<file path="config.mk">
export PLATFORM = sky130hd
export DESIGN_NAME = jace_ps2_keyboard
export DESIGN_NICKNAME = d
export VERILOG_FILES = /design/src/rtl/jace_kbd_pkg.sv /design/src/rtl/jace_ps2_scanmap.sv /design/src/rtl/jace_ps2_keyboard.sv
export SDC_FILE = /design/constraint.sdc
export NUM_CORES = 1
export LEC_CHECK = 0
export CAP_MARGIN = 25
export CORE_MARGIN = 3
export CORE_UTILIZATION = 61
export DETAILED_ROUTE_END_ITERATION = 10
export PLACE_DENSITY = 0.92
export SETUP_SLACK_MARGIN = 0.02
export SLEW_MARGIN = 20
export SYNTH_ARGS = -nofsm -noshare
export SYNTH_HDL_FRONTEND = slang
export SYNTH_SLANG_ARGS = --single-unit
</file>
<file path="constraint.sdc">
create_clock -name clk -period 2.5 [get_ports clk]
set_input_delay 0.25 -clock clk [delete_from_list [all_inputs] [get_ports clk]]
set_output_delay 0.25 -clock clk [all_outputs]
set_load 0.02 [all_outputs]
</file>
<file path="src/rtl/jace_kbd_pkg.sv">
// Shared types and constants for the Jupiter ACE PS/2 keyboard front end.
package jace_kbd_pkg;
  typedef enum logic [1:0] {RX_IDLE, RX_DATA, RX_PARITY, RX_STOP} rx_state_t;

  localparam logic [7:0] PFX_EXT = 8'hE0;
  localparam logic [7:0] PFX_BRK = 8'hF0;
  localparam int ROW_W = 3;
  localparam int COL_W = 3;

  // Keyboard status/ack bytes that only resynchronise the prefix state.
  function automatic logic is_ignored(input logic [7:0] b);
    return (b == 8'hAA) || (b == 8'hFA) || (b == 8'hEE) ||
           (b == 8'hFE) || (b == 8'hE1);
  endfunction
endpackage

</file>
<file path="src/rtl/jace_ps2_scanmap.sv">
// Set-2 scancode to Jupiter ACE 8x5 matrix position lookup (combinational).
module jace_ps2_scanmap
  import jace_kbd_pkg::*;
(
  input  logic [7:0]       code,
  input  logic             ext,
  output logic             hit,
  output logic [ROW_W-1:0] row,
  output logic [COL_W-1:0] col
);
  always_comb begin
    hit = 1'b1;
    row = '0;
    col = '0;
    case ({ext, code})
      9'h012, 9'h059: {row, col} = {3'd0, 3'd0};
      9'h014, 9'h114: {row, col} = {3'd0, 3'd1};
      9'h01A: {row, col} = {3'd0, 3'd2};
      9'h022: {row, col} = {3'd0, 3'd3};
      9'h021: {row, col} = {3'd0, 3'd4};
      9'h01C: {row, col} = {3'd1, 3'd0};
      9'h01B: {row, col} = {3'd1, 3'd1};
      9'h023: {row, col} = {3'd1, 3'd2};
      9'h02B: {row, col} = {3'd1, 3'd3};
      9'h034: {row, col} = {3'd1, 3'd4};
      9'h015: {row, col} = {3'd2, 3'd0};
      9'h01D: {row, col} = {3'd2, 3'd1};
      9'h024: {row, col} = {3'd2, 3'd2};
      9'h02D: {row, col} = {3'd2, 3'd3};
      9'h02C: {row, col} = {3'd2, 3'd4};
      9'h016: {row, col} = {3'd3, 3'd0};
      9'h01E: {row, col} = {3'd3, 3'd1};
      9'h026: {row, col} = {3'd3, 3'd2};
      9'h025: {row, col} = {3'd3, 3'd3};
      9'h02E: {row, col} = {3'd3, 3'd4};
      9'h045: {row, col} = {3'd4, 3'd0};
      9'h046: {row, col} = {3'd4, 3'd1};
      9'h03E: {row, col} = {3'd4, 3'd2};
      9'h03D: {row, col} = {3'd4, 3'd3};
      9'h036: {row, col} = {3'd4, 3'd4};
      9'h04D: {row, col} = {3'd5, 3'd0};
      9'h044: {row, col} = {3'd5, 3'd1};
      9'h043: {row, col} = {3'd5, 3'd2};
      9'h03C: {row, col} = {3'd5, 3'd3};
      9'h035: {row, col} = {3'd5, 3'd4};
      9'h05A, 9'h15A: {row, col} = {3'd6, 3'd0};
      9'h04B: {row, col} = {3'd6, 3'd1};
      9'h042: {row, col} = {3'd6, 3'd2};
      9'h03B: {row, col} = {3'd6, 3'd3};
      9'h033: {row, col} = {3'd6, 3'd4};
      9'h029: {row, col} = {3'd7, 3'd0};
      9'h03A: {row, col} = {3'd7, 3'd1};
      9'h031: {row, col} = {3'd7, 3'd2};
      9'h032: {row, col} = {3'd7, 3'd3};
      9'h02A: {row, col} = {3'd7, 3'd4};
      default: hit = 1'b0;
    endcase
  end
endmodule

</file>
<file path="src/rtl/jace_ps2_keyboard.sv">
// PS/2 set-2 receiver feeding an 8x5 pressed-key matrix answered by the CPU row scan.
module jace_ps2_keyboard
  import jace_kbd_pkg::*;
#(
  parameter int FILTER_LEN     = 8,
  parameter int TIMEOUT_CYCLES = 13000
) (
  input  logic       clk,
  input  logic       reset_n,
  input  logic       ps2_clk,
  input  logic       ps2_data,
  input  logic [7:0] filas,
  output logic [4:0] columnas,
  output logic       key_strobe,
  output logic       parity_err
);
  localparam int FW = (FILTER_LEN > 1) ? $clog2(FILTER_LEN) : 1;
  localparam int TW = $clog2(TIMEOUT_CYCLES + 1);

  logic [1:0] raw, filt;
  assign raw = {ps2_data, ps2_clk};

  // Lines idle high, so sync and filter reset to 1 to avoid a phantom edge.
  for (genvar i = 0; i < 2; i++) begin : g_cond
    logic [1:0]    sync;
    logic [FW-1:0] cnt;
    logic          f;
    always_ff @(posedge clk or negedge reset_n) begin
      if (!reset_n) begin
        sync <= 2'b11;
        cnt  <= '0;
        f    <= 1'b1;
      end else begin
        sync <= {sync[0], raw[i]};
        if (sync[1] == f) cnt <= '0;
        else if (cnt == FW'(FILTER_LEN - 1)) begin
          f   <= sync[1];
          cnt <= '0;
        end else cnt <= cnt + 1'b1;
      end
    end
    assign filt[i] = f;
  end

  logic fclk_d, fall, fdat;
  assign fdat = filt[1];
  assign fall = fclk_d & ~filt[0];

  rx_state_t     state;
  logic [2:0]    bitcnt;
  logic [7:0]    shreg;
  logic          par, byte_valid;
  logic [TW-1:0] tcnt;

  always_ff @(posedge clk or negedge reset_n) begin
    if (!reset_n) begin
      fclk_d     <= 1'b1;
      state      <= RX_IDLE;
      bitcnt     <= '0;
      shreg      <= '0;
      par        <= 1'b0;
      tcnt       <= '0;
      byte_valid <= 1'b0;
      parity_err <= 1'b0;
    end else begin
      fclk_d     <= filt[0];
      byte_valid <= 1'b0;
      parity_err <= 1'b0;
      if (state == RX_IDLE || fall) tcnt <= '0;
      else                          tcnt <= tcnt + 1'b1;
      case (state)
        RX_IDLE:   if (fall && !fdat) begin
                     state  <= RX_DATA;
                     bitcnt <= '0;
                   end
        RX_DATA:   if (fall) begin
                     shreg  <= {fdat, shreg[7:1]};
                     bitcnt <= bitcnt + 1'b1;
                     if (bitcnt == 3'd7) state <= RX_PARITY;
                   end
        RX_PARITY: if (fall) begin
                     par   <= fdat;
                     state <= RX_STOP;
                   end
        RX_STOP:   if (fall) begin
                     if (fdat && ^{shreg, par}) byte_valid <= 1'b1;
                     else                       parity_err <= 1'b1;
                     state <= RX_IDLE;
                   end
        default:   state <= RX_IDLE;
      endcase
      // A stalled frame is silently dropped.
      if (state != RX_IDLE && !fall && tcnt == TW'(TIMEOUT_CYCLES - 1))
        state <= RX_IDLE;
    end
  end

  logic             hit;
  logic [ROW_W-1:0] row;
  logic [COL_W-1:0] col;
  logic             ext, brk;
  logic [7:0][4:0]  matrix;

  jace_ps2_scanmap u_map (.code(shreg), .ext(ext), .hit(hit), .row(row), .col(col));

  always_ff @(posedge clk or negedge reset_n) begin
    if (!reset_n) begin
      ext        <= 1'b0;
      brk        <= 1'b0;
      matrix     <= '0;
      key_strobe <= 1'b0;
    end else begin
      key_strobe <= 1'b0;
      if (parity_err) begin
        ext <= 1'b0;
        brk <= 1'b0;
      end else if (byte_valid) begin
        if (shreg == PFX_EXT)      ext <= 1'b1;
        else if (shreg == PFX_BRK) brk <= 1'b1;
        else begin
          ext <= 1'b0;
          brk <= 1'b0;
          if (!is_ignored(shreg)) begin
            key_strobe <= 1'b1;
            if (hit) matrix[row][col] <= ~brk;
          end
        end
      end
    end
  end

  always_comb begin
    columnas = '1;
    for (int r = 0; r < 8; r++)
      if (!filas[r]) columnas = columnas & ~matrix[r];
  end
endmodule

</file>
### Word level (Yosys, flattened, before mapping)

Cells that the tools add are included.

| cells by class | value |
|---|---|
| $add $sub $neg | 4 |
| order comparisons | 4 |
| equal/unequal tests | 68 |
| mux-type cells | 50 |
| bitwise logic cells | 24 |
| reductions and logical operators | 39 |

Operators by type and width:

| kind | number |
|---|---|
| 9-bit by 6-bit equality test with 1-bit output (second input constant) | 23 |
| 9-bit by 5-bit equality test with 1-bit output (second input constant) | 9 |
| 9-bit by 7-bit equality test with 1-bit output (second input constant) | 9 |
| 8-bit equality test (second input constant) | 7 |
| 5-bit 2-to-1 mux | 9 |
| 43-bit OR reduction | 1 |
| 40-bit bitwise mux | 1 |
| 5-bit NOT | 8 |
| 5-bit AND | 7 |
| 5-bit OR reduction | 6 |
| 8-bit OR reduction | 3 |
| 1-bit 2-to-1 mux | 21 |
| 3-bit case mux with 7 select lines | 1 |
| 9-bit equality test (second input constant) | 2 |
| 3-bit 2-to-1 mux | 6 |
| 5-bit demux with 3-bit select | 1 |
| 3-bit != test (second input constant) | 5 |
| 14-bit by 1-bit adder with 14-bit output (second input constant) | 1 |
| 14-bit equality test (second input constant) | 1 |
| 14-bit 2-to-1 mux | 1 |
| 2-bit 2-to-1 mux | 6 |
| 3-bit case mux with 4 select lines | 1 |
| 2-bit AND reduction | 6 |
| 3-bit by 1-bit adder with 3-bit output (second input constant) | 3 |
| other kinds (25) | 51 |

| word-level totals | value |
|---|---|
| bits in registers | 86 |
| word-level logic and storage cells | 214 |

### Depth between registers and ports, before layout

Gate-level depths: netlist (run 1).

| logic depth | value |
|---|---|
| word-level depth | 16 |
| depth in mapped cells | 11 |
| depth with buffers taken out | 9 |

### Cells and area by module

A second synthesis (run 1) with hierarchy kept.

| second synthesis, totals | value |
|---|---|
| cells, all modules | 540 |
| area, all modules | 5162.5 µm² |

Modules (own cells, without submodules):

| module | times used | cells an instance | area each (µm²) | seq. area each (µm²) |
|---|---|---|---|---|
| jace_ps2_keyboard | 1 | 426 | 4416.7 | 2160.8 |
| jace_ps2_scanmap | 1 | 114 | 745.7 | 0.0 |

### Worst setup path before layout (run 1)

Ideal clock, no wire load.

| timing | value |
|---|---|
| kind | register to register |
| start point | register shreg[6] |
| end point | register matrix[4] in the netlist's numbering |
| library setup time | 0.135 ns |
| arrival time | 2.090 ns |
| required time | 2.365 ns |
| setup slack | 0.276 ns |
| cell stages (with the launch flop) | 10 |
| buffers on the path | 2 |
| cell sequence | dfrtp_1 -> buf_6 -> buf_6 -> nor4bb_1 -> o211ai_2 -> a311oi_4 -> or2_4 -> or4_4 -> o21ai_1 -> o31ai_1 |

| on the way | value |
|---|---|
| word-level cells in the longest chain between the ends | 10 |
| elaborated cells on any way between the ends | 84 |
| classes of those cells | order compare: 4; eq/ne: 50; mux: 8; bitwise: 3; reduce/logical: 19 |

Ends and longest elaborated chain:

| item | line | RTL |
|---|---|---|
| start, declared | jace_ps2_keyboard.sv:51 | `logic [7:0] shreg;` |
| start signal, assigned | jace_ps2_keyboard.sv:77 | `shreg <= {fdat, shreg[7:1]};` |
| 9-bit by 5-bit equality test with 1-bit output, or another cell as far along | jace_ps2_scanmap.sv:15 | `case ({ext, code})` |
| 9-bit OR reduction (no source line) / 8-bit OR reduction (equally long branches) | n/a |  |
| 3-bit case mux with 4 select lines | jace_ps2_scanmap.sv:15 |  |
| 3-bit by 4-bit < comparator with 1-bit output (implied by the code) / 3-bit by 1-bit greater-or-equal comparator with 1-bit output (equally long branches) | jace_ps2_keyboard.sv:125 | `if (hit) matrix[row][col] <= ~brk;` |
| 1-bit logical AND (implied by the code) | jace_ps2_keyboard.sv:125 |  |
| 1-bit 2-to-1 mux (implied by the code) | jace_ps2_keyboard.sv:125 |  |
| 1-bit demux with 3-bit select | jace_ps2_keyboard.sv:125 |  |
| 5-bit 2-to-1 mux (implied by the code) | jace_ps2_keyboard.sv:125 |  |
| 5-bit demux with 3-bit select | jace_ps2_keyboard.sv:125 |  |
| 40-bit bitwise mux | jace_ps2_keyboard.sv:125 |  |
| end signal, assigned by index | jace_ps2_keyboard.sv:125 |  |
| end, declared | jace_ps2_keyboard.sv:102 | `logic [7:0][4:0] matrix;` |

Parallel ways exist; a longest one is shown, timed or not.
A chain may end at the register's enable or synchronous reset.

### Final worst setup path (run 1)

| timing | value |
|---|---|
| start point | register shreg[6] |
| end point | register matrix[12] in the netlist's numbering |

Same word-level chain as after synthesis.

==> results of run 1 <==
[flip-flops by register name, summed over array words and instances, names as in the netlist]
name	flops
shreg	8
byte_valid	1
g_cond.sync	4
g_cond.cnt	6
tcnt	14
bitcnt	3
ext	1
g_cond.f	1
key_strobe	1
fdat	1
brk	1
par	1
matrix	40
state	2
fclk_d	1
parity_err	1
[cell usage after synthesis (10+ instances only)]
cell | count | area share [%]
dfrtp_1 | 79 | 39
inv_1 | 48 | 3.6
nand2_1 | 36 | 2.7
nor2_1 | 34 | 2.5
o21ai_0 | 30 | 3.0
a21oi_1 | 28 | 2.8
o22ai_1 | 23 | 2.8
a31oi_1 | 20 | 2.5
buf_2 | 14 | 1.4
clkbuf_1 | 14 | 1.0
nand3_1 | 14 | 1.4
o31ai_1 | 14 | 2.1
xor2_1 | 14 | 2.4
ha_1 | 11 | 2.7
xnor2_1 | 11 | 1.9
nor2b_1 | 10 | 1.2
[area by class of cell]
| class | count | area share, % |
|---|---|---|
| Inverter | 48 | 3.13 |
| Clock buffer | 9 | 2.15 |
| Clock inverter | 7 | 1.39 |
| Tap cell | 102 | 2.22 |
| Timing Repair Buffer | 65 | 9.91 |
| Multi-Input combinational cell | 377 | 43.6 |
| Sequential cell | 86 | 37.6 |
[worst paths after layout]
path	startpoint	end	slack, ns	cells after the start
worst max register to register	shreg[6]	matrix[12]	0.13	9
worst min register to register	g_cond[0].sync[0]	g_cond[0].sync[1]	0.36	0
max in group asynchronous	reset_n	g_cond[1].sync[1]	1.30	3
min in group asynchronous	reset_n	matrix[17]	0.42	2
worst min-delay path	ps2_data	g_cond[1].sync[0]	0.29	1
worst max-delay path	shreg[6]	matrix[12]	0.13	9
[worst reg2reg max path, delay by kind of cell (launching register included)]
family,cells,cell delay [ns]
simple gates,4,1.00
flops,1,0.46
compound gates,3,0.45
buf+inv,2,0.31
[metal layers]
metal  track usage, %  vias to the layer above  share of wire [%]
li1                 -                     2036                  -
met1             37.0                     2073                 42
met2             44.7                      218                 48
met3             6.53                       33                7.8
met4             8.96                        0                2.0
met5                0                        -                  0
[timing repair]
item / CTS / global route
buffers inserted: 0 / 0
hold buffers: 1 / 0
resized for setup: 2 / 7
endpoints found under the setup margin: 8 / 12
cloned: 0 / 0
endpoints found under the hold margin: 44 / 0
[power by group through the flow]
stage / logic, uW / registers (uW) / clock network, uW
after floorplan: 515 / 1620 / 0
after global placement: 618 / 1660 / 0
after detailed placement: 665 / 1670 / 0
after CTS: 677 / 1640 / 1040
after global routing: 776 / 1660 / 1110
final: 676 / 1650 / 1040
[metrics by stage]
step	hold slack [ns]	cells
finish	0.288	694
detailed placement	0.296	677
global placement	0.292	677
CTS	0.283	694
floorplan	-0.0456	552
global route	0.271	694
[cell families after synthesis]
logic type               Yosys count  synth area share, %
adder cells (fa/ha/maj)           11                 2.72
AO/OA/AOI/OAI                    151                 19.5
multiplexers                      17                 3.58
flip-flops                        86                 42.7
XOR/XNOR                          25                 4.32
buffers and inverters             89                 8.20
AND/OR/NAND/NOR                  173                 19.0
==> results.py, run 1 <==
metrics = {
    "floorplanning": {
        "dieWidth_um": 97.1,
        "dieArea_um2": 9430,
        "core_area_um2": 7890,
        "row_count": 32,
        "start_util_pct": 64.2,
        "fp.dieH_um": 97.1,
        "io_pins": 19,
    },
    "timing": {
        "finalMaxSlewViolations": 0,
        "hold_viol": 0,
        "rsz0062_at_grt": "true",
        "skew_ns": 0.0241,
        "fin_crit_ns": 2.37,
        "setup_viol": 0,
        "max_freq_ghz": 0.422,
        "tightestPinTransition_ns": 0.884,
        "timing.final.ws_setup_ns": 0.131,
        "setup_tns_ns": 0,
        "post-route-period-util_pct": 94.7,
        "slew_headroom_pct": 41.1,
    },
    "cells_and_area": {
        "post-route-cell-area_um2": 5760,
        "final_common_cell": "dfrtp_1",
        "seqCellArea_um2": 2160,
        "fin_nets": 610,
        "layout-drive-gt1-share_pct": 16.9,
        "post-route-util_pct": 73.0,
        "layout_common_cells": "77 x dfrtp_1, 48 x inv_1, 44 x buf_4, 35 x nand2_1, 33 x nor2_1",
        "multiInputGateArea_um2": 2510,
        "area_delta_synth_final_pct": 13.7,
        "num_antenna_cells": 0,
        "fillers": 549,
    },
    "power_and_ir_drop": {
        "pwr-share-comb_pct": 20.1,
        "seqPwrFrac_pct": 49.0,
        "powerDensity_nw_per_um2": 584,
        "p_int_uw": 2290,
        "switching_share_pct": 31.8,
        "p_leak_uw": 0.00248,
        "p_sw_uw": 1070,
        "irDropWorstVdd_mv": 0.598,
        "p_clk_share_pct": 30.9,
        "total_power_uw": 3360,
    },
    "logic_synthesis": {
        "avgSynthCellArea_um2": 9.17,
        "syn_inst": 552,
        "async_flop_share_pct": 100,
        "yosysWarnings": 0,
        "synth_nets": 575,
        "ys_seq_elements": 86,
        "ys_seq_area_share_pct": 42.7,
        "synth_area_um2": 5060,
        "netlist-cell-type-count": 66,
        "synth_top_flop_cell": "dfrtp_1",
        "synth-edff-count": 0,
    },
    "placed_design": {
        "place_ws_ns": -0.0948,
        "gp_congestion": 1.04,
        "dpl_cell_area_um2": 5520,
        "hpwl_um": 9090,
        "port_buffers": 18,
    },
    "critical_path": {
        "crit_chain": "or3b_1 > or3_1 > a211oi_2 > nor4b_2 > buf_4 > and2_1 > buf_12 > a21oi_2 > a31oi_1",
        "cp_max_fo": 16,
        "slowest_stage": "dfrtp_2",
        "end_kind": "flip-flop",
        "critPathKind": "reg -> reg",
        "cpPeakStageDelay_ns": 0.46,
        "worst-path-buf-inv": 2,
        "cp_data_required_time_ns": 2.71,
        "critPathTopFamily": "simple AND/OR/NAND/NOR gates",
        "startpoint_type": "flip-flop",
        "worstPathArrival_ns": 2.58,
    },
    "run": {
        "drv_cap": 0,
    },
    "cts": {
        "cts_tree": "done",
        "htreeDepth": 3,
        "clockBufferDepth": 2,
        "clkLatencyLatePin_ns": 0.38,
        "clk_pin_slew_worst_paths_ns": 0.11,
        "cts_buffers": 9,
        "cts_num_sinks": 86,
        "cts-root-buf": "clkbuf_8",
    },
    "run_status": {
        "outcome": "finished, final reports clean",
    },
    "grt": {
        "antenna_found_initial": 0,
        "grt_pass1_vias": 4249,
        "grt_overflow_total": 0,
        "grt_max_degree": 47,
        "grt_pass1_wl_um": 21100,
        "grt_usage_pct": 27.7,
    },
    "routing": {
        "dr.pass1.iters": 5,
        "viasPerCell": 6.28,
        "wl_um": 12700,
        "wl_per_cell_um": 18.3,
        "drcViolationCount": 0,
        "ant_nets": 0,
        "dr.first_iter.drc_count": 358,
        "num_vias": 4360,
    },
    "worst_hold_path": {
        "min_path_type": "in -> reg",
    },
}
(Power assumes the default switching activity.)
==> run 2, diff against run 1 <==
--- a/config.mk
+++ b/config.mk
@@ -8,6 +8,7 @@
 export CAP_MARGIN = 25
 export CORE_MARGIN = 3
 export CORE_UTILIZATION = 61
+export CTS_CLUSTER_DIAMETER = 80
 export DETAILED_ROUTE_END_ITERATION = 10
 export PLACE_DENSITY = 0.92
 export SETUP_SLACK_MARGIN = 0.02
==> results of run 2 <==
No change in the layout: final DEF, timing and power equal those of run 1.
